File: config.mk
export PLATFORM = sky130hd
export DESIGN_NAME = adc_code_to_bcd
export DESIGN_NICKNAME = d
export VERILOG_FILES = /design/src/rtl/adc_code_to_bcd.sv
export SDC_FILE = /design/constraint.sdc
export NUM_CORES = 1
export LEC_CHECK = 0
export ABC_AREA = 0
export BUFFER_PORTS_ARGS = -buffer_cell sky130_fd_sc_hd__buf_4
export CELL_PAD_IN_SITES_DETAIL_PLACEMENT = 0
export CELL_PAD_IN_SITES_GLOBAL_PLACEMENT = 1
export CORE_MARGIN = 2
export CORE_UTILIZATION = 42
export DETAILED_ROUTE_END_ITERATION = 8
export GPL_TIMING_DRIVEN = 0
export PLACE_DENSITY_LB_ADDON = 0.1
export SYNTH_ARGS = -nofsm -noshare
export SYNTH_HDL_FRONTEND = slang
export SYNTH_SLANG_ARGS = --single-unit
File: constraint.sdc
create_clock -name clk -period 4.6 [get_ports clk]
set_input_delay 1.38 -clock clk [delete_from_list [all_inputs] [get_ports clk]]
set_output_delay 1.38 -clock clk [all_outputs]
set_load 0.01 [all_outputs]
File: src/rtl/adc_code_to_bcd.sv
// ADC code to millivolt + 4-digit BCD converter: one-cycle scale, 14-cycle double dabble, one-cycle result.
// Build option ADC2BCD_ROUND_EN selects round-half-up scaling instead of truncation.
module adc_code_to_bcd #(
    parameter int CODE_W  = 12,
    parameter int VREF_MV = 3300
) (
    input  logic              clk,
    input  logic              rst,
    input  logic              start,
    input  logic [CODE_W-1:0] code,
    output logic              busy,
    output logic              done,
    output logic [13:0]       mv,
    output logic [15:0]       bcd
);

    localparam int PROD_W = CODE_W + 15;
    localparam int BIN_W  = 14;
    localparam int SR_W   = 16 + BIN_W;
    localparam logic [3:0] LAST_ITER = 4'(BIN_W - 1);

`ifdef ADC2BCD_ROUND_EN
    localparam logic [PROD_W-1:0] ROUND_ADD = PROD_W'(1) << (CODE_W - 1);
`else
    localparam logic [PROD_W-1:0] ROUND_ADD = '0;
`endif

    typedef enum logic [1:0] {
        S_IDLE,
        S_SCALE,
        S_CONVERT,
        S_DONE
    } state_t;

    state_t            state_q, state_d;
    logic [CODE_W-1:0] code_q, code_d;
    logic [BIN_W-1:0]  mv_int_q, mv_int_d;
    logic [SR_W-1:0]   sr_q, sr_d;
    logic [3:0]        cnt_q, cnt_d;
    logic [BIN_W-1:0]  mv_q, mv_d;
    logic [15:0]       bcd_q, bcd_d;

    logic [PROD_W-1:0] prod_rnd;
    logic [BIN_W-1:0]  mv_scaled;
    logic [SR_W-1:0]   sr_adj;
    logic [SR_W-1:0]   sr_shift;

    // Product is one bit wider than needed so the rounding add can never wrap.
    assign prod_rnd  = PROD_W'(code_q) * PROD_W'(VREF_MV) + ROUND_ADD;
    assign mv_scaled = BIN_W'(prod_rnd >> CODE_W);

    genvar gi;
    generate
        for (gi = 0; gi < 4; gi++) begin : g_dabble
            localparam int LSB = BIN_W + 4 * gi;
            assign sr_adj[LSB +: 4] = (sr_q[LSB +: 4] >= 4'd5) ? sr_q[LSB +: 4] + 4'd3
                                                               : sr_q[LSB +: 4];
        end
    endgenerate

    assign sr_adj[BIN_W-1:0] = sr_q[BIN_W-1:0];
    assign sr_shift          = sr_adj << 1;

    always_comb begin
        state_d  = state_q;
        code_d   = code_q;
        mv_int_d = mv_int_q;
        sr_d     = sr_q;
        cnt_d    = cnt_q;
        mv_d     = mv_q;
        bcd_d    = bcd_q;
        case (state_q)
            S_IDLE: begin
                if (start) begin
                    code_d  = code;
                    state_d = S_SCALE;
                end
            end
            S_SCALE: begin
                mv_int_d = mv_scaled;
                sr_d     = {16'b0, mv_scaled};
                cnt_d    = 4'd0;
                state_d  = S_CONVERT;
            end
            S_CONVERT: begin
                sr_d  = sr_shift;
                cnt_d = cnt_q + 4'd1;
                // Outputs load on the edge entering DONE so they are valid while done is high.
                if (cnt_q == LAST_ITER) begin
                    mv_d    = mv_int_q;
                    bcd_d   = sr_shift[SR_W-1:BIN_W];
                    state_d = S_DONE;
                end
            end
            S_DONE: begin
                state_d = S_IDLE;
            end
            default: begin
                state_d = S_IDLE;
            end
        endcase
    end

    always_ff @(posedge clk) begin
        if (rst) begin
            state_q  <= S_IDLE;
            code_q   <= '0;
            mv_int_q <= '0;
            sr_q     <= '0;
            cnt_q    <= '0;
            mv_q     <= '0;
            bcd_q    <= '0;
        end else begin
            state_q  <= state_d;
            code_q   <= code_d;
            mv_int_q <= mv_int_d;
            sr_q     <= sr_d;
            cnt_q    <= cnt_d;
            mv_q     <= mv_d;
            bcd_q    <= bcd_d;
        end
    end

    assign busy = (state_q != S_IDLE);
    assign done = (state_q == S_DONE);
    assign mv   = mv_q;
    assign bcd  = bcd_q;

endmodule

=== Word level (Yosys, flattened, before mapping) ===
Index checks and enable logic that the tools add are counted.

* Logic and storage cells: 38
* Output and inout bits: 32
* Input bits: 15
* Register bits: 88

* Reduce and logical (&&, ||, !) cells: 6
* $mul: 1
* Add/subtract/negate cells: 5
* Order comparisons: 4
* Equal/unequal tests: 6
* Muxes and demuxes: 9

{| class="wikitable"
|+ Operators by type and width
! kind !! count
|-
| 30-bit case mux with 2 select lines || 1
|-
| 12-bit by 10-bit multiplier with 22-bit output (second input constant) || 1
|-
| 4-bit by 3-bit >= comparator with 1-bit output (second input constant) || 4
|-
| 4-bit by 2-bit adder with 4-bit output (second input constant) || 3
|-
| 4-bit two-way mux || 3
|-
| 2-bit case mux with 4 select lines || 1
|-
| 4-bit case mux with 2 select lines || 1
|-
| 2-bit AND reduction || 3
|-
| 4-bit by 1-bit adder with 4-bit output (second input constant) || 1
|-
| 2-bit equality test (second input constant) || 2
|-
| 4-bit equality test (second input constant) || 1
|-
| 2-bit two-way mux || 2
|-
| 2-bit != test (second input constant) || 2
|-
| 2-bit nonzero test || 2
|-
| 3-bit by 2-bit adder with 3-bit output (second input constant) || 1
|-
| 3-bit two-way mux || 1
|-
| 2-bit by 1-bit equality test with 1-bit output (second input constant) || 1
|-
| 2-bit logical NOT || 1
|}

=== Logic depth before layout (Yosys ltp) ===
* Word-level depth: 3
* Mapped depth: 18
* Depth with buffers taken out: 17

=== Worst setup path before layout ===
No wires, ideal clock.

* Path type: register to register
* Start: register code_q[10]
* End: register mv_int_q[9]
* Slack: 0.196 ns
* Stages on the path, launching flop included: 18
* Setup time: 0.095 ns
* Period minus slack after synthesis: 4.404 ns
* Path buffers: 0
* Arrival time: 4.309 ns
* Data required time: 4.505 ns
* Cell sequence: dfxtp_1 -> inv_1 -> ha_1 -> fa_1 -> inv_1 -> fa_1 -> inv_1 -> fa_1 -> inv_1 -> ha_1 -> ha_1 -> inv_2 -> nor2_4 -> nand2_2 -> a2111oi_4 -> nor2b_2 -> or4b_1 -> o311ai_1

* Longest elaborated chain between the ends: 1

{| class="wikitable"
|+ RTL lines
! item !! line !! RTL
|-
| from (decl) || 36 || <nowiki>logic [CODE_W-1:0] code_q, code_d;</nowiki>
|-
| from (signal assigned) || 115 || <nowiki>code_q <= code_d;</nowiki>
|-
| 12-bit by 10-bit multiplier with 22-bit output || 49 || <nowiki>assign prod_rnd = PROD_W'(code_q) * PROD_W'(VREF_MV) + ROUND_ADD;</nowiki>
|-
| to (signal assigned) || 116 || <nowiki>mv_int_q <= mv_int_d;</nowiki>
|-
| to (decl) || 37 || <nowiki>logic [BIN_W-1:0] mv_int_q, mv_int_d;</nowiki>
|}

No other way between the ends.
A chain may end at the register's enable or synchronous reset.

=== Final worst setup path ===
* Start: register code_q[1]
* End: register sr_q[7]

* Longest elaborated chain between the ends: 2

{| class="wikitable"
|+ RTL lines
! item !! line !! RTL
|-
| 12-bit by 10-bit multiplier with 22-bit output || 49 ||
|-
| 30-bit case mux with 2 select lines || 72 || <nowiki>case (state_q)</nowiki>
|-
| to (signal assigned) || 117 || <nowiki>sr_q <= sr_d;</nowiki>
|-
| to (decl) || 38 || <nowiki>logic [SR_W-1:0] sr_q, sr_d;</nowiki>
|}

No other way between the ends.

==> impl_metrics.csv <==
group,metric,value,unit
status,outcome,"complete, no violations",
clock_tree,clk_path_buf_depth,2,
routing,drt_wl_total,15500,µm
sta,max_freq,0.225,GHz
global_route,met2_usage,0.338,
global_route,use_met3,0.0421,
layout,final_area,7320,µm²
synthesis,yosysSeqAreaShare,0.293,
synthesis,ys_seq_elements,88,
synthesis,synth_edf_count,0,
sta,hold_viol,0,
sta,maxSlewViolCount,0,
synthesis,synth_warnings,0,
clock_tree,clock_sinks,88,
global_route,grtUsageMet1,0.290,
synthesis,syn_inst,703,
sta,fin_crit_sh,0.967,
synthesis,synth.distinct_cells,52,
global_route,track_usage,0.213,
min_path,min_delay_path_depth,2,
place,place.port_buffers,44,
global_route,busiest_layer,"met2",
setup_path,cp-end-kind,"register",
setup_path,r2r_start,"code_q[1]",
routing,drc_errors,0,
layout,regArea,1800,µm²
layout,multi_input_area,4190,µm²
pwr,max-vdd-ir-drop,0.000238,V
setup_path,start_kind,"register",
setup_path,required,4.85,ns
global_route,grt_pass1_wl,24900,µm
setup_path,r2r_cells,16,
global_route,grt_pass1_vias,4929,
sta,worstMarginPinSlew,1.02,ns
routing,via_per_inst,5.27,
place,hpwl,11700,µm
layout,drive_above_1_share,0.178,
clock_tree,postCtsHoldBufs,0,
routing,drt_iter0_drc,229,
global_route,grt_max_degree,16,
clock_tree,clock-root-buffer,"clkbuf_16",
pwr,p_total,0.00430,W
die,fp.dieArea,15300,µm²
clock_tree,clk_latency,0.35,ns
setup_path,crit_path_max_fanout,6,
routing,drtAntennaViolNets,0,
die,initial_core_util,0.432,
global_route,antenna_found_initial,0,
clock_tree,htreeDepth,3,
routing,wl_per_cell,16.3,µm
sta,setup_viol,0,
clock_tree,cts_made_buffers,9,
synthesis,syn-mean-instance-area,8.56,µm²
sta,fin_crit,4.45,ns
synthesis,syn-cell-area,6020,µm²
clock_tree,cts_tree,"built",
routing,dr.pass1.iters,5,
min_path,hold-path-endpoint,"mv[2]",
setup_path,path_class,"reg2reg",
clock_tree,path_clk_slew,0.06,ns
setup_path,r2r_slack,0.15,ns
die,die_w,124,µm
setup_path,crit_start,"code_q[1]",
pwr,power_leakage,3.20,nW
die,io_pins,47,
place,dpl_cell_area,6580,µm²
die,rows,43,
min_path,holdCritPathClass,"reg2reg",
global_route,grt_overflow,0,
die,die_height,124,µm
setup_path,critPathArrivalTime,4.70,ns
routing,vias,5030,
layout,nFillCells,1308,
layout,syn2layout_area_growth,21.7,%
layout,final_core_util,0.526,
synthesis,ys.flop_type,"dfxtp_1",
job,cap_viol_max_count,0,
layout,nNetsFinal,901,
layout,num_antenna_cells,0,
place,place_congestion,0.874,
sta,slew_headroom,0.319,
pwr,pwr_density_cell,588,nW/µm²
setup_path,r2r-end,"sr_q[7]",
sta,clock_skew,0.00762,ns
min_path,hold_start,"mv_int_q[2]",
synthesis,async_reset_ff_frac,0,
die,core_area,13900,µm²
[worst max-delay path: stages, from the launching register on]
cell and delay, ns:
dfxtp_4 0.37, ha_4 0.26, xor2_1 0.16, ha_1 0.30, fa_1 0.51, fa_1 0.54
inv_1 0.05, fa_1 0.50, inv_1 0.06, ha_4 0.30, o211ai_1 0.14, nand2_1 0.14
o31ai_4 0.08, a21oi_4 0.24, a21oi_2 0.12, a211o_1 0.29, a311oi_2 0.27
[state kept, by name, summed over array words and instances, names as in the netlist]
name,cells
sr_q,30
bcd,16
cnt_q,4
state_q,2
mv,12
code_q,12
mv_int_q,12
[cell usage after synthesis, types with 10 or more instances]
master | number | share of area
clkbuf_1 | 20 | 0.012
nor2_1 | 60 | 0.037
nand2_1 | 100 | 0.062
mux2i_1 | 11 | 0.018
ha_1 | 88 | 0.18
o21ai_0 | 15 | 0.012
xor2_1 | 10 | 0.015
nor3_1 | 13 | 0.011
inv_1 | 67 | 0.042
dfxtp_1 | 88 | 0.29
a21oi_1 | 69 | 0.057
fa_1 | 28 | 0.093
[metrics by stage]
stage	setup TNS (ns)	worst slack, ns	hold WS, ns	std cells
final	0	0.153	0.454	955
after global routing	-0.0146	-0.0146	0.472	955
after CTS	-0.0324	-0.0324	0.452	947
after detailed placement	-3.22	-0.383	0.445	928
after global placement	-2.54	-0.328	0.441	928
after floorplan	0	0.196	0.427	704
[area by class of cell]
cell class / count / area share
Buffer: 29 / 0.0169
Clock buffer: 11 / 0.0345
Clock inverter: 5 / 0.00854
Inverter: 68 / 0.0354
Multi-Input combinational cell: 519 / 0.572
Sequential cell: 88 / 0.245
Tap cell: 180 / 0.0308
Timing Repair Buffer: 55 / 0.0564
[worst max-delay path by stage]
stage                         endpoint  slack [ns]  cells past startpoint
after floorplan            mv_int_q[9]        0.20                     17
after global placement     mv_int_q[9]       -0.33                     17
after detailed placement  mv_int_q[10]       -0.38                     17
after CTS                      sr_q[7]       -0.03                     16
after global routing       mv_int_q[9]       -0.01                     15
final                          sr_q[7]        0.15                     16
[layout by cell type (no fill, tap or decap), drive strengths merged, types with 11 or more instances in the layout]
cell,netlist,routed
nand2,102,102
dfxtp,88,88
ha,88,88
a21oi,71,71
inv,68,69
buf,9,64
nor2,61,61
clkbuf,20,31
fa,28,28
o21ai,17,17
nor3,13,13
mux2i,11,11
[cells by family (layout without fill, tap and decap cells)]
family	Yosys count	in the layout	share of synthesized area
AND/OR/NAND/NOR	225	225	0.168
AO/OA/AOI/OAI	144	144	0.150
adder cells (fa/ha/maj)	116	116	0.276
buffers and inverters	97	168	0.0630
flip-flops	88	88	0.293
XOR/XNOR	18	18	0.0262
multiplexers	14	14	0.0239
other	1	2	0.000623
[routing by layer]
layer	wire, µm	up-vias
met2	7060	104
met1	7560	2393
met3	654	20
met4	252	0
met5	0	-
li1	-	2513
[report_power, final]
group | internal, W | switching, W
combinational | 0.00103 | 0.00153
sequential | 0.000870 | 0.000102
clock | 0.000454 | 0.000314
total | 0.00235 | 0.00195
[repair_timing]
item | 4_1_cts | 5_1_grt
endpoints found under the setup margin | 18 | 22
pin swaps | 4 | 17
setup buffers | 3 | 8
resized for setup | 28 | 38
Note: power is estimated with default switching activity, not from simulation.
